## src/rtl/emergency_pkg.sv

```systemverilog
// Shared types and default timing for the emergency dispatch path.
// State encoding is also used by the emergency state machines.
package emergency_pkg;

    typedef enum logic [1:0] {
        IDLE    = 2'b00,
        REPORT  = 2'b01,
        BACKOFF = 2'b10,
        FAILED  = 2'b11
    } state_e;

    localparam int N_SRC_DEF          = 4;
    localparam int ACK_TIMEOUT_DEF    = 5_000_000;
    localparam int BACKOFF_CYCLES_DEF = 2_500_000;
    localparam int MAX_RETRY_DEF      = 3;

    function automatic int imax(input int a, input int b);
        return (a > b) ? a : b;
    endfunction

endpackage

```

## src/rtl/emergency_dispatcher_if.sv

```systemverilog
// Detector/operator inputs and help-call link signals of the dispatcher.
// master = dispatcher side, slave = detectors, operator and link.
interface emergency_dispatcher_if #(
    parameter int N_SRC = 4,
    parameter int IDX_W = 2
);
    logic [N_SRC-1:0] src_req;
    logic             user_clear;
    logic             comm_ack;
    logic             comm_req;
    logic [IDX_W-1:0] comm_code;
    logic [N_SRC-1:0] src_ack;
    logic [N_SRC-1:0] pending;
    logic             busy;
    logic             comm_fail;

    modport master (
        input  src_req, user_clear, comm_ack,
        output comm_req, comm_code, src_ack, pending, busy, comm_fail
    );

    modport slave (
        output src_req, user_clear, comm_ack,
        input  comm_req, comm_code, src_ack, pending, busy, comm_fail
    );
endinterface

```

## src/rtl/emergency_dispatcher_prio_pick.sv

```systemverilog
// Lowest-index-first priority encoder over the pending event mask.
// Bit 0 is the most urgent source.
module prio_pick #(
    parameter int N_SRC = 4,
    parameter int IDX_W = $clog2(N_SRC)
) (
    input  logic [N_SRC-1:0] req,
    output logic [IDX_W-1:0] idx,
    output logic             valid
);
    always_comb begin
        idx = '0;
        for (int i = N_SRC - 1; i >= 0; i--) begin
            if (req[i]) idx = IDX_W'(i);
        end
    end

    assign valid = |req;
endmodule

```

## src/rtl/emergency_dispatcher.sv

```systemverilog
// Latches detector alarms and reports the most urgent one over the help
// link with per-attempt timeout, fixed backoff and bounded retries.
module emergency_dispatcher
    import emergency_pkg::*;
#(
    parameter int N_SRC          = N_SRC_DEF,
    parameter int IDX_W          = $clog2(N_SRC),
    parameter int ACK_TIMEOUT    = ACK_TIMEOUT_DEF,
    parameter int BACKOFF_CYCLES = BACKOFF_CYCLES_DEF,
    parameter int MAX_RETRY      = MAX_RETRY_DEF
) (
    input  logic                  clk,
    input  logic                  reset,
    emergency_dispatcher_if.master bus
);
    localparam int TW = $clog2(imax(ACK_TIMEOUT, BACKOFF_CYCLES) + 1);
    localparam int RW = $clog2(MAX_RETRY + 1);
    localparam logic [TW-1:0] ACK_LAST  = TW'(ACK_TIMEOUT - 1);
    localparam logic [TW-1:0] BO_LAST   = TW'(BACKOFF_CYCLES - 1);
    localparam logic [RW-1:0] RETRY_MAX = RW'(MAX_RETRY);

    state_e           state_q, state_d;
    logic [TW-1:0]    timer_q, timer_d;
    logic [RW-1:0]    retry_q, retry_d;
    logic [IDX_W-1:0] idx_q, idx_d;
    logic [N_SRC-1:0] src_prev_q;
    logic [N_SRC-1:0] pend_q, pend_d;
    logic [N_SRC-1:0] ack_q, ack_d;
    logic [N_SRC-1:0] clr;
    logic [N_SRC-1:0] rise;
    logic [IDX_W-1:0] pick_idx;
    logic             pick_vld;

    prio_pick #(
        .N_SRC (N_SRC),
        .IDX_W (IDX_W)
    ) u_pick (
        .req   (pend_q),
        .idx   (pick_idx),
        .valid (pick_vld)
    );

    assign rise = bus.src_req & ~src_prev_q;

    always_comb begin
        state_d = state_q;
        timer_d = timer_q;
        retry_d = retry_q;
        idx_d   = idx_q;
        clr     = '0;
        ack_d   = '0;
        unique case (state_q)
            IDLE: begin
                if (pick_vld) begin
                    idx_d   = pick_idx;
                    retry_d = '0;
                    timer_d = '0;
                    state_d = REPORT;
                end
            end
            REPORT: begin
                // ack wins even on the final timeout cycle
                if (bus.comm_ack) begin
                    clr[idx_q]   = 1'b1;
                    ack_d[idx_q] = 1'b1;
                    state_d      = IDLE;
                end else if (timer_q == ACK_LAST) begin
                    timer_d = '0;
                    state_d = (retry_q < RETRY_MAX) ? BACKOFF : FAILED;
                end else begin
                    timer_d = timer_q + 1'b1;
                end
            end
            BACKOFF: begin
                if (timer_q == BO_LAST) begin
                    retry_d = retry_q + 1'b1;
                    timer_d = '0;
                    state_d = REPORT;
                end else begin
                    timer_d = timer_q + 1'b1;
                end
            end
            FAILED: begin
                if (bus.user_clear) begin
                    clr[idx_q] = 1'b1;
                    state_d    = IDLE;
                end
            end
            default: state_d = IDLE;
        endcase
        // a fresh edge survives a same-cycle clear
        pend_d = (pend_q & ~clr) | rise;
    end

    always_ff @(posedge clk) begin
        if (reset) begin
            state_q    <= IDLE;
            timer_q    <= '0;
            retry_q    <= '0;
            idx_q      <= '0;
            src_prev_q <= '0;
            pend_q     <= '0;
            ack_q      <= '0;
        end else begin
            state_q    <= state_d;
            timer_q    <= timer_d;
            retry_q    <= retry_d;
            idx_q      <= idx_d;
            src_prev_q <= bus.src_req;
            pend_q     <= pend_d;
            ack_q      <= ack_d;
        end
    end

    assign bus.comm_req  = (state_q == REPORT);
    assign bus.comm_code = idx_q;
    assign bus.src_ack   = ack_q;
    assign bus.pending   = pend_q;
    assign bus.busy      = (state_q != IDLE);
    assign bus.comm_fail = (state_q == FAILED);
endmodule

```

## src/flat_wrapper.sv

```systemverilog
// flat-port wrapper written by rule: the top's interface ports become plain ports
module emergency_dispatcher_flat import emergency_pkg::*;
#(
    parameter int N_SRC          = N_SRC_DEF,
    parameter int IDX_W          = $clog2(N_SRC),
    parameter int ACK_TIMEOUT    = ACK_TIMEOUT_DEF,
    parameter int BACKOFF_CYCLES = BACKOFF_CYCLES_DEF,
    parameter int MAX_RETRY      = MAX_RETRY_DEF
)
  (clk, reset, bus_src_req, bus_user_clear, bus_comm_ack, bus_comm_req, bus_comm_code, bus_src_ack, bus_pending, bus_busy, bus_comm_fail);
  emergency_dispatcher_if #(.N_SRC(N_SRC), .IDX_W(IDX_W)) bus_i ();
  input  logic clk;
  input  logic reset;
  input wire logic [$bits(bus_i.src_req)-1:0] bus_src_req;
  input wire logic [$bits(bus_i.user_clear)-1:0] bus_user_clear;
  input wire logic [$bits(bus_i.comm_ack)-1:0] bus_comm_ack;
  output wire logic [$bits(bus_i.comm_req)-1:0] bus_comm_req;
  output wire logic [$bits(bus_i.comm_code)-1:0] bus_comm_code;
  output wire logic [$bits(bus_i.src_ack)-1:0] bus_src_ack;
  output wire logic [$bits(bus_i.pending)-1:0] bus_pending;
  output wire logic [$bits(bus_i.busy)-1:0] bus_busy;
  output wire logic [$bits(bus_i.comm_fail)-1:0] bus_comm_fail;
  assign bus_i.src_req = bus_src_req;
  assign bus_i.user_clear = bus_user_clear;
  assign bus_i.comm_ack = bus_comm_ack;
  assign bus_comm_req = bus_i.comm_req;
  assign bus_comm_code = bus_i.comm_code;
  assign bus_src_ack = bus_i.src_ack;
  assign bus_pending = bus_i.pending;
  assign bus_busy = bus_i.busy;
  assign bus_comm_fail = bus_i.comm_fail;
  emergency_dispatcher #(.N_SRC(N_SRC), .IDX_W(IDX_W), .ACK_TIMEOUT(ACK_TIMEOUT), .BACKOFF_CYCLES(BACKOFF_CYCLES), .MAX_RETRY(MAX_RETRY)) u_core (.clk(clk), .reset(reset), .bus(bus_i));
endmodule
```

## config.mk

```make
export PLATFORM = sky130hd
export DESIGN_NAME = emergency_dispatcher_flat
export DESIGN_NICKNAME = d
export VERILOG_FILES = /design/src/rtl/emergency_pkg.sv /design/src/rtl/emergency_dispatcher_if.sv /design/src/rtl/emergency_dispatcher_prio_pick.sv /design/src/rtl/emergency_dispatcher.sv /design/src/flat_wrapper.sv
export SDC_FILE = /design/constraint.sdc
export NUM_CORES = 1
export LEC_CHECK = 0
export BUFFER_PORTS_ARGS = -buffer_cell sky130_fd_sc_hd__buf_2
export CELL_PAD_IN_SITES_DETAIL_PLACEMENT = 1
export CELL_PAD_IN_SITES_GLOBAL_PLACEMENT = 1
export CORE_ASPECT_RATIO = 1.4
export CORE_MARGIN = 2
export CORE_UTILIZATION = 42
export CTS_BUF_LIST = sky130_fd_sc_hd__clkbuf_8
export DETAILED_ROUTE_END_ITERATION = 8
export PLACE_DENSITY_LB_ADDON = 0.2
export SYNTH_ARGS = -nofsm -noshare
export SYNTH_HDL_FRONTEND = slang
export SYNTH_HIERARCHICAL = 1
export SYNTH_SLANG_ARGS = --single-unit
```

## constraint.sdc

```tcl
create_clock -name clk -period 1.66 [get_ports clk]
set_input_delay 0.249 -clock clk [delete_from_list [all_inputs] [get_ports clk]]
set_output_delay 0.249 -clock clk [all_outputs]
set_load 0.02 [all_outputs]
```

# Word level (Yosys, flattened, before mapping)
# Index checks and enable logic that the tools add are counted.
# word_totals
ff_bits,41
inputBits,8
out_inout_bits,13
elab_cells,63
# op_classes
n_addsub,2
magnitude_cmp,3
n_eq_ne,10
n_mux,24
bitwise,6
n_reduce_logical,11
# ops
op,n
2-to-1 mux 23 bit,4
case mux 23 bit (3 select lines),1
adder 23 x 1 -> 23 bit (second input constant),1
== test 23 x 22 -> 1 bit (second input constant),1
== test 23 bit (second input constant),1
2-to-1 mux 2 bit,11
AND 4 bit,2
2-to-1 mux 4 bit,2
NOT 4 bit,2
case mux 2 bit (4 select lines),1
case mux 4 bit (2 select lines),1
AND reduction 3 bit,2
== test 2 bit (second input constant),2
!= test 2 x 1 -> 1 bit (second input constant),2
!= test 2 bit (second input constant),2
bitwise OR 4 bit,1
case mux 2 bit (2 select lines),1
AND reduction 4 bit,1
nonzero test 2 bit,2
OR reduction 4 bit,1
< comparator 2 x 3 -> 1 bit (second input constant),1
!= test 3 x 2 -> 1 bit (second input constant),1
nonzero test 3 bit,1
adder 2 x 1 -> 2 bit (second input constant),1
10 further kinds,11

# Logic depth before layout (Yosys ltp)
# Gate-level depths: netlist (run 1).
# logic_depth
word_depth,9
mapped_depth,9
ltp_nobuf,8

# Modules after synthesis
# The synthesis (run 1) kept the hierarchy.
# modules_own_cells
mod,n_inst,cells_each,area_per_inst_um2
emergency_dispatcher,1,224,2018.2
prio_pick,1,7,35.0

# Worst setup path before layout (run 1)
# No wires, ideal clock.
# synth_path
path_kind,flip-flop to flip-flop
startpoint,reg u_core.timer_q[0]
endpoint,reg u_core.timer_q[8]
setup_time_ps,115
arrival_time_ps,1722
required_ps,1545
setup_slack_ps,-176
stages_incl_launch_ff,9
n_path_buf,1
path_cell_list,dfxtp_1 -> ha_1 -> nor4b_2 -> nand3_1 -> o21ai_4 -> a21oi_2 -> o21ai_4 -> buf_6 -> nor2_1
# synth_between
elab_chain_len,4
elab_cells_between_ends,7
cone_classes,add/sub (1); eq/ne (2); mux (4)
# synth_rtl
element,line,text
start: declaration,emergency_dispatcher.sv:23,"logic [TW-1:0] timer_q, timer_d;"
start signal: assignment,emergency_dispatcher.sv:106,timer_q <= timer_d;
adder 23 x 1 -> 23 bit or == test 23 bit (tied branches),"emergency_dispatcher.sv:71, emergency_dispatcher.sv:80, emergency_dispatcher.sv:67",
2-to-1 mux 23 bit,emergency_dispatcher.sv:67,end else if (timer_q == ACK_LAST) begin
2-to-1 mux 23 bit,emergency_dispatcher.sv:63,if (bus.comm_ack) begin
case mux 23 bit (3 select lines) *,emergency_dispatcher.sv:52,unique case (state_q)
# Every way passes the cells marked *; elsewhere a longest branch is shown, timed or not. The select of a mux whose other input is x is not followed.
# A chain may end at the register's enable or synchronous reset.

# Worst setup path in the final report (run 1)
# layout_path
startpoint,reg u_core.state_q[0]
endpoint,reg u_core.timer_q[14]
# layout_between
elab_chain_len,3
elab_cells_between_ends,8
cone_classes,eq/ne (4); mux (1); reduce/logical (3)
# layout_rtl
element,line,text
start: declaration,emergency_dispatcher.sv:22,"state_e state_q, state_d;"
start signal: assignment,emergency_dispatcher.sv:105,state_q <= state_d;
"== test 2 x 1 -> 1 bit, or another cell as far along",emergency_dispatcher.sv:52,
"!= test 2 bit (no line), or another cell as far along",-,
AND reduction 3 bit (no line),-,
# Several ways; a longest one is shown, not always the timed one.

==> impl_results.md, run 1 <==
* RR Startpoint: u_core/state_q[0]
* Worst Slack Setup Final at -135 ps
* Clk sink count at 41
* WL final at 6740 um
* Initial Util at 43.1%
* R2R depth at 8
* Final net count at 319
* Die ar. at 0.00547 mm^2
* Worst-path maximum fanout at 5
* Global-route wire length before repair at 10700 um
* Total power at 2740 uW
* Ys flop type: dfxtp_1
* Final Non-Filler Cells at 369
* Grt ovf at 0
* DP Cell Count at 359
* Synth async-reset ratio at 0%
* Mean Syn Cell Area at 8.89 um^2
* Clock tree root driver cell: clkbuf_8
* RSZ-0062 raised after global routing: yes
* Hpwl dp at 4600 um
* Final setup vio count at 25
* Worst EP arrival at 1980 ps
* Final Slew Violations at 0
* Worst Path Required at 1840 ps
* Worst reg2reg setup slack at -130 ps
* Area growth, synth to finish at 45.9%
* Core Area at 0.00477 mm^2
* Clock insertion delay at the later pin of the skew report at 300 ps
* Vias in the first global route at 2192
* Relative slew margins at 77.0%
* Initial antenna violation count at 0
* Yosys cell types at 48
* Placement Setup Slack at -113 ps
* Synthesized Nets at 246
* Boundary pin count at 21
* GRT Util Overall at 25.8%
* Synthesized flop and latch total at 41
* CTS tree: yes
* Port buffer count at 20
* Final min period at 1790 ps
* Clock buffer depth at 2
* Core Util, Final at 62.8%
* # diodes at 0
* DR vias at 2018
* Iteration-0 DRC Markers at 41
* Final Cycle Share at 108%
* CTS clk-pin slew, worst paths at 80 ps
* Failing checks: setup timing
* # rows at 30
* Reg-to-reg endpoint: u_core/timer_q[14]
* Vias per cell at 5.47
* Hold depth at 2
* H-tree depth at 2
* Slowest cell on crit path: dfxtp_2
* Worst hold path class: in2reg
* Most frequent cells in the layout: buf_4 (45), dfxtp_1 (25), nor2_1 (23), buf_2 (20), dfxtp_2 (14)
* Hold path startpoint: bus_src_req[3]
* Final ANT Viol Nets at 0
* Largest net degree at the start of global routing at 19
* Actual slew at the worst max-slew pin at 343 ps
* Fillers at 556
* Ys Warns at 6
* Critical Path Start Type: flop
* Routed WL per cell at 18.3 um
* Final hold viol count at 0
* Die X at 63.1 um
* Number of buffers created by CTS at 5
* Cell area power density at 916 mW/mm^2
* Share of cells above drive strength 1 at 49.2%
* Number of enable flip-flop cells after synthesis at 0
* DRC at 0
* Max VDD drop at 0.000588 V
* Gate Count Post-Synth at 231
* Worst Skew at 2.78 ps
* Die height at 86.7 um
* Max-Cap Viols at 0
* Mapped Area at 0.00205 mm^2
* TritonRoute pass-1 iters at 4
* Sequential area share after synthesis at 40.0%
* Critical Path Max Stage Delay at 340 ps
* Cells along the critical path: buf_4 > ha_4 > nand2_4 > and3b_2 > nand4_1 > nor2_2 > xnor2_1 > nor2_1
* RePlAce Congestion at 0.839
* Static Leakage at 0.00118 uW
* Run status: complete, but fails checks
* Commonest non-fill, non-tap cell in the layout: buf_4
* Setup TNS at -1610 ps
* Crit end category: flop
* WHS Endpoint: u_core/src_prev_q[3]
* Type of the worst setup path: reg2reg
* Fmax at 0.557 GHz
[metal layers]
layer,share of wire (%),vias up,GRT usage (%)
li1,-,969,-
met1,36,988,23.9
met2,56,39,52.5
met3,2.3,22,4.16
met4,5.1,0,13.7
met5,0,-,0
[sequential cells by signal, summed over array words and instances, names as in the netlist]
register / count
u_core/state_q: 2
u_core/bus.comm_code: 2
u_core/src_prev_q: 4
u_core/bus.src_ack: 4
u_core/retry_q: 2
u_core/timer_q: 23
u_core/bus.pending: 4
[where the power goes]
| part | switching [uW] | total, uW | internal (uW) |
|---|---|---|---|
| clock | 348 | 832 | 484 |
| sequential | 39.4 | 1060 | 1030 |
| combinational | 480 | 847 | 367 |
| total | 868 | 2740 | 1880 |
[cell families after synthesis]
group / after synthesis / share of synthesized area [%]
adders and majority gates: 7 / 4.27
buffers and inverters: 14 / 3.05
muxes: 1 / 0.488
xor gates and xnor gates: 17 / 7.25
AOI/OAI and AO/OA: 30 / 11.2
and+or+nand+nor: 121 / 33.8
DFF: 41 / 40.0
[worst max-delay path by stage]
stage,from,endpoint,slack [ps],cells past startpoint
final,u_core/state_q[0],u_core/timer_q[14],-130,8
after global routing,u_core/timer_q[19],u_core/state_q[1],-250,6
after CTS,u_core/state_q[1],u_core/timer_q[22],-60,9
after detailed placement,u_core/state_q[0],u_core/timer_q[18],-110,8
after global placement,u_core/state_q[0],u_core/timer_q[18],-70,8
after floorplan,u_core/timer_q[1],u_core/timer_q[8],-30,8
[cell type report]
class,count,area [um^2],area share (%)
timing repair buffer,71,523,17.5
sequential,41,846,28.2
clock inverter,2,33.8,1.13
inverter,9,36.3,1.21
clock buffer,6,82.6,2.76
tap,64,80.1,2.67
multi-input combinational,176,1390,46.5
[synthesized netlist by cell type, types with 2 or more instances]
library cell   n  area share [%]
xnor2_1        6             2.6
inv_1          8             1.5
and4_2         3             1.5
and4_1         2            0.85
a21oi_2        2            0.85
and3_1         8             2.4
nand3_1       16             3.9
nor4b_1        2            0.85
nor2_2         2            0.61
ha_1           7             4.3
xor2_1        11             4.7
a211oi_1       2            0.73
nand4_1       12             3.7
dfxtp_1       41              40
o21ai_4        2             1.6
nor2_1        30             5.5
o32ai_1        2            0.85
nor3_1         3            0.73
nor2b_1        6             1.8
nand2b_1       6             1.8
nand2_1       16             2.9
nor4b_2        2             1.5
nor4_1         2            0.61
a21oi_1        6             1.5
o21ai_0        6             1.5
a31oi_1        3            0.91
o31ai_1        4             1.5
[stage by stage]
stage,hold slack (ps),cell area [um^2]
after floorplan,377,2110
after global placement,468,2650
after detailed placement,480,2650
after CTS,170,2890
after global routing,169,3000
final,175,3000
[worst max-delay path, delay by kind of cell (launching register included)]
| family | cells | cell delay [ps] |
|---|---|---|
| buf+inv | 1 | 150 |
| simple gates | 5 | 860 |
| flops | 1 | 340 |
| xor+xnor | 1 | 160 |
| fa+ha+maj | 1 | 170 |
[repair_timing]
item                       in CTS  in global routing
resized for setup              32                 24
pin swaps                      36                 22
setup endpoints to repair      26                 27
hold buffers                    0                  0
buffers inserted                1                  1
No activity file was read; power rests on OpenSTA's default activity.
==> run 2, diff against run 1 <==
--- a/config.mk
+++ b/config.mk
@@ -9,11 +9,11 @@
 export CELL_PAD_IN_SITES_DETAIL_PLACEMENT = 1
 export CELL_PAD_IN_SITES_GLOBAL_PLACEMENT = 1
 export CORE_ASPECT_RATIO = 1.4
-export CORE_MARGIN = 2
 export CORE_UTILIZATION = 42
 export CTS_BUF_LIST = sky130_fd_sc_hd__clkbuf_8
 export DETAILED_ROUTE_END_ITERATION = 8
 export PLACE_DENSITY_LB_ADDON = 0.2
+export REMOVE_ABC_BUFFERS = 1
 export SYNTH_ARGS = -nofsm -noshare
 export SYNTH_HDL_FRONTEND = slang
 export SYNTH_HIERARCHICAL = 1
==> run 2 against run 1 <==
  * The flow still finishes with violations (setup timing)
  * Register-to-register slack worse by 320 ps
  * Via count is 17% higher
  * Worst setup slack worse by 320 ps
  * Fmax is 15% lower
  * Total power is 8.0% higher
  * Sequential cell count stayed put
  * Clock skew is 12 ps higher
  * Largest power group unchanged
==> impl_results.md, run 2 (synthesis gave the netlist of run 1 again) <==
* H-tree depth at 2
* Met3 usage at 8.78%
* TritonRoute pass-1 iters at 4
* Logic pwr share at 35.1%
* Most frequent CP cell: buf_4
* RSZ-0062 raised after global routing: yes
* Largest Register: u_core/timer_q
* Number of buffers created by CTS at 5
* Fin area at 0.00316 mm^2
* Area growth, synth to finish at 54.1%
* Vias per cell at 6.21
* Global routing's busiest layer: met2
* Routed WL per cell at 26.6 um
* Core Area at 0.00461 mm^2
* Clk sink count at 41
* Final ANT Viol Nets at 0
* Static Leakage at 0.00123 uW
* Final setup vio count at 31
* Grt met1 use at 32.8%
* Vias in the first global route at 2335
* Hpwl dp at 4660 um
* Setup crit start: u_core/state_q[0]
* Placement Cell Area at 0.00263 mm^2
* Die height at 84.7 um
* Die ar. at 0.00518 mm^2
* Max FFs per register at 23
* Most frequent cells in the layout: buf_4 (61), dfxtp_1 (29), nor2_1 (25), buf_2 (19)
* Global-route wire length before repair at 12000 um
* Initial antenna violation count at 0
* Worst reg2reg setup slack at -450 ps
* DRC at 0
* Worst setup path endpoint: u_core/timer_q[22]
* Boundary pin count at 21
* Final Cycle Share at 127%
* Worst Slack Setup Final at -451 ps
* Critical Path Start Type: flop
* Final Slew Violations at 0
* Clock tree root driver cell: clkbuf_8
* WL final at 10100 um
* # diodes at 0
* RePlAce Congestion at 0.824
* Worst Path Required at 1850 ps
* Type of the worst setup path: reg2reg
* Die X at 61.1 um
* Grt met2 use at 56.6%
* Clock share of power at 28.8%
* Reg-to-reg endpoint: u_core/timer_q[22]
* Grt ovf at 0
* Commonest non-fill, non-tap cell in the layout: buf_4
* Slowest cell on crit path: dfxtp_2
* Worst-path maximum fanout at 4
* Final net count at 333
* Max VDD drop at 0.000756 V
* Worst hold path class: in2reg
* CTS tree: yes
* Area taken by multi-input logic gates at 0.00147 mm^2
* Worst EP arrival at 2300 ps
* RR Startpoint: u_core/state_q[0]
* Worst Skew at 14.7 ps
* Clock buffer depth at 2
* Switch Pwr at 1070 uW
* Sequential share of power at 36.1%
* DR vias at 2366
* Fin Hold WS at 188 ps
* Register area at 843 um^2
* Initial Util at 44.6%
* Crit end category: flop
* Max-Cap Viols at 0
* CTS clk-pin slew, worst paths at 90 ps
* Actual slew at the worst max-slew pin at 535 ps
* Cell area power density at 937 mW/mm^2
* CTS Hold Bufs at 0
* Fillers at 507
* R2R depth at 9
* Relative slew margins at 64.2%
* Critical Path Max Stage Delay at 350 ps
* Final hold viol count at 0
* Clock insertion delay at the later pin of the skew report at 320 ps
* Failing checks: setup timing
* Sw frac at 36.1%
* Largest net degree at the start of global routing at 18
* Cells along the critical path: buf_4 > ha_4 > nand2_2 > buf_4 > nand3b_1 > buf_4 > and3_4 > a31oi_1 > o31ai_1
* GRT Util Overall at 32.7%
* Final min period at 2110 ps
* Share of cells above drive strength 1 at 53.6%
* Fmax at 0.474 GHz
* Iteration-0 DRC Markers at 165
* Run status: complete, but fails checks
* # rows at 29
* Cell-internal power at 1890 uW
* Port buffer count at 20
-- run 2: cell types whose count changed in the layout (fill, tap and decap cells not counted), sizes merged --
| cell | previous run | this run |
|---|---|---|
| clkinv | 1 | 2 |
| buf | 71 | 85 |
| clkinvlp | 0 | 1 |
| inv | 9 | 8 |
| clkbuf | 6 | 5 |
-- run 2: final cells by class --
cell class                 instances  area share (%)
multi-input combinational        176            46.6
sequential                        41            26.7
timing repair buffer              85            19.5
tap                               62            2.45
clock buffer                       5            2.18
clock inverter                     3            1.46
inverter                           9            1.15
-- run 2: how the worst min path moves through the flow --
stage                               startpoint  cells after the start                      end
after floorplan                          reset                      1  u_core/bus.comm_code[0]
after global placement       u_core/retry_q[1]                      2        u_core/retry_q[1]
after detailed placement  u_core/src_prev_q[0]                      2    u_core/bus.pending[0]
after CTS                       bus_src_req[0]                      3    u_core/bus.pending[0]
after global routing            bus_src_req[2]                      2     u_core/src_prev_q[2]
final                           bus_src_req[2]                      2     u_core/src_prev_q[2]
-- run 2: what timing repair did --
item / CTS / global route
hold endpoints to repair: 0 / 0
setup endpoints to repair: 27 / 33
pin swaps: 16 / 16
setup buffers: 6 / 5
resized for setup: 34 / 56
-- run 2: power by group through the flow --
stage | clock, uW | combinational, uW | sequential (uW)
3_3_place_gp | 0 | 667 | 1070
3_5_place_dp | 0 | 688 | 1070
2_1_floorplan | 0 | 328 | 1100
6_report | 855 | 1040 | 1070
5_1_grt | 894 | 1070 | 1070
4_1_cts | 837 | 783 | 1060
-- run 2: per-layer routing --
layer	vias to the layer above	part of all wire, %
met3	54	6.0
met4	0	6.6
li1	992	-
met5	-	0
met1	1172	36
met2	148	51
-- run 2: metrics by stage --
stage	TNS (ps)	worst slack, ps	power, uW	util [%]	instances
after floorplan	-3950	-291	1430	-	226
after global placement	-2110	-123	1740	57.0	363
after detailed placement	-3480	-181	1760	57.0	363
after CTS	-2400	-125	2680	62.7	377
after global routing	-10230	-577	3040	68.6	381
final	-9230	-451	2960	68.6	381
-- run 2: critical path, delay by kind of cell (launching register included) --
kind            cells  cell delay [ps]
fa+ha+maj           1              160
buf+inv             3              550
simple gates        3              530
compound gates      2              360
flops               1              350
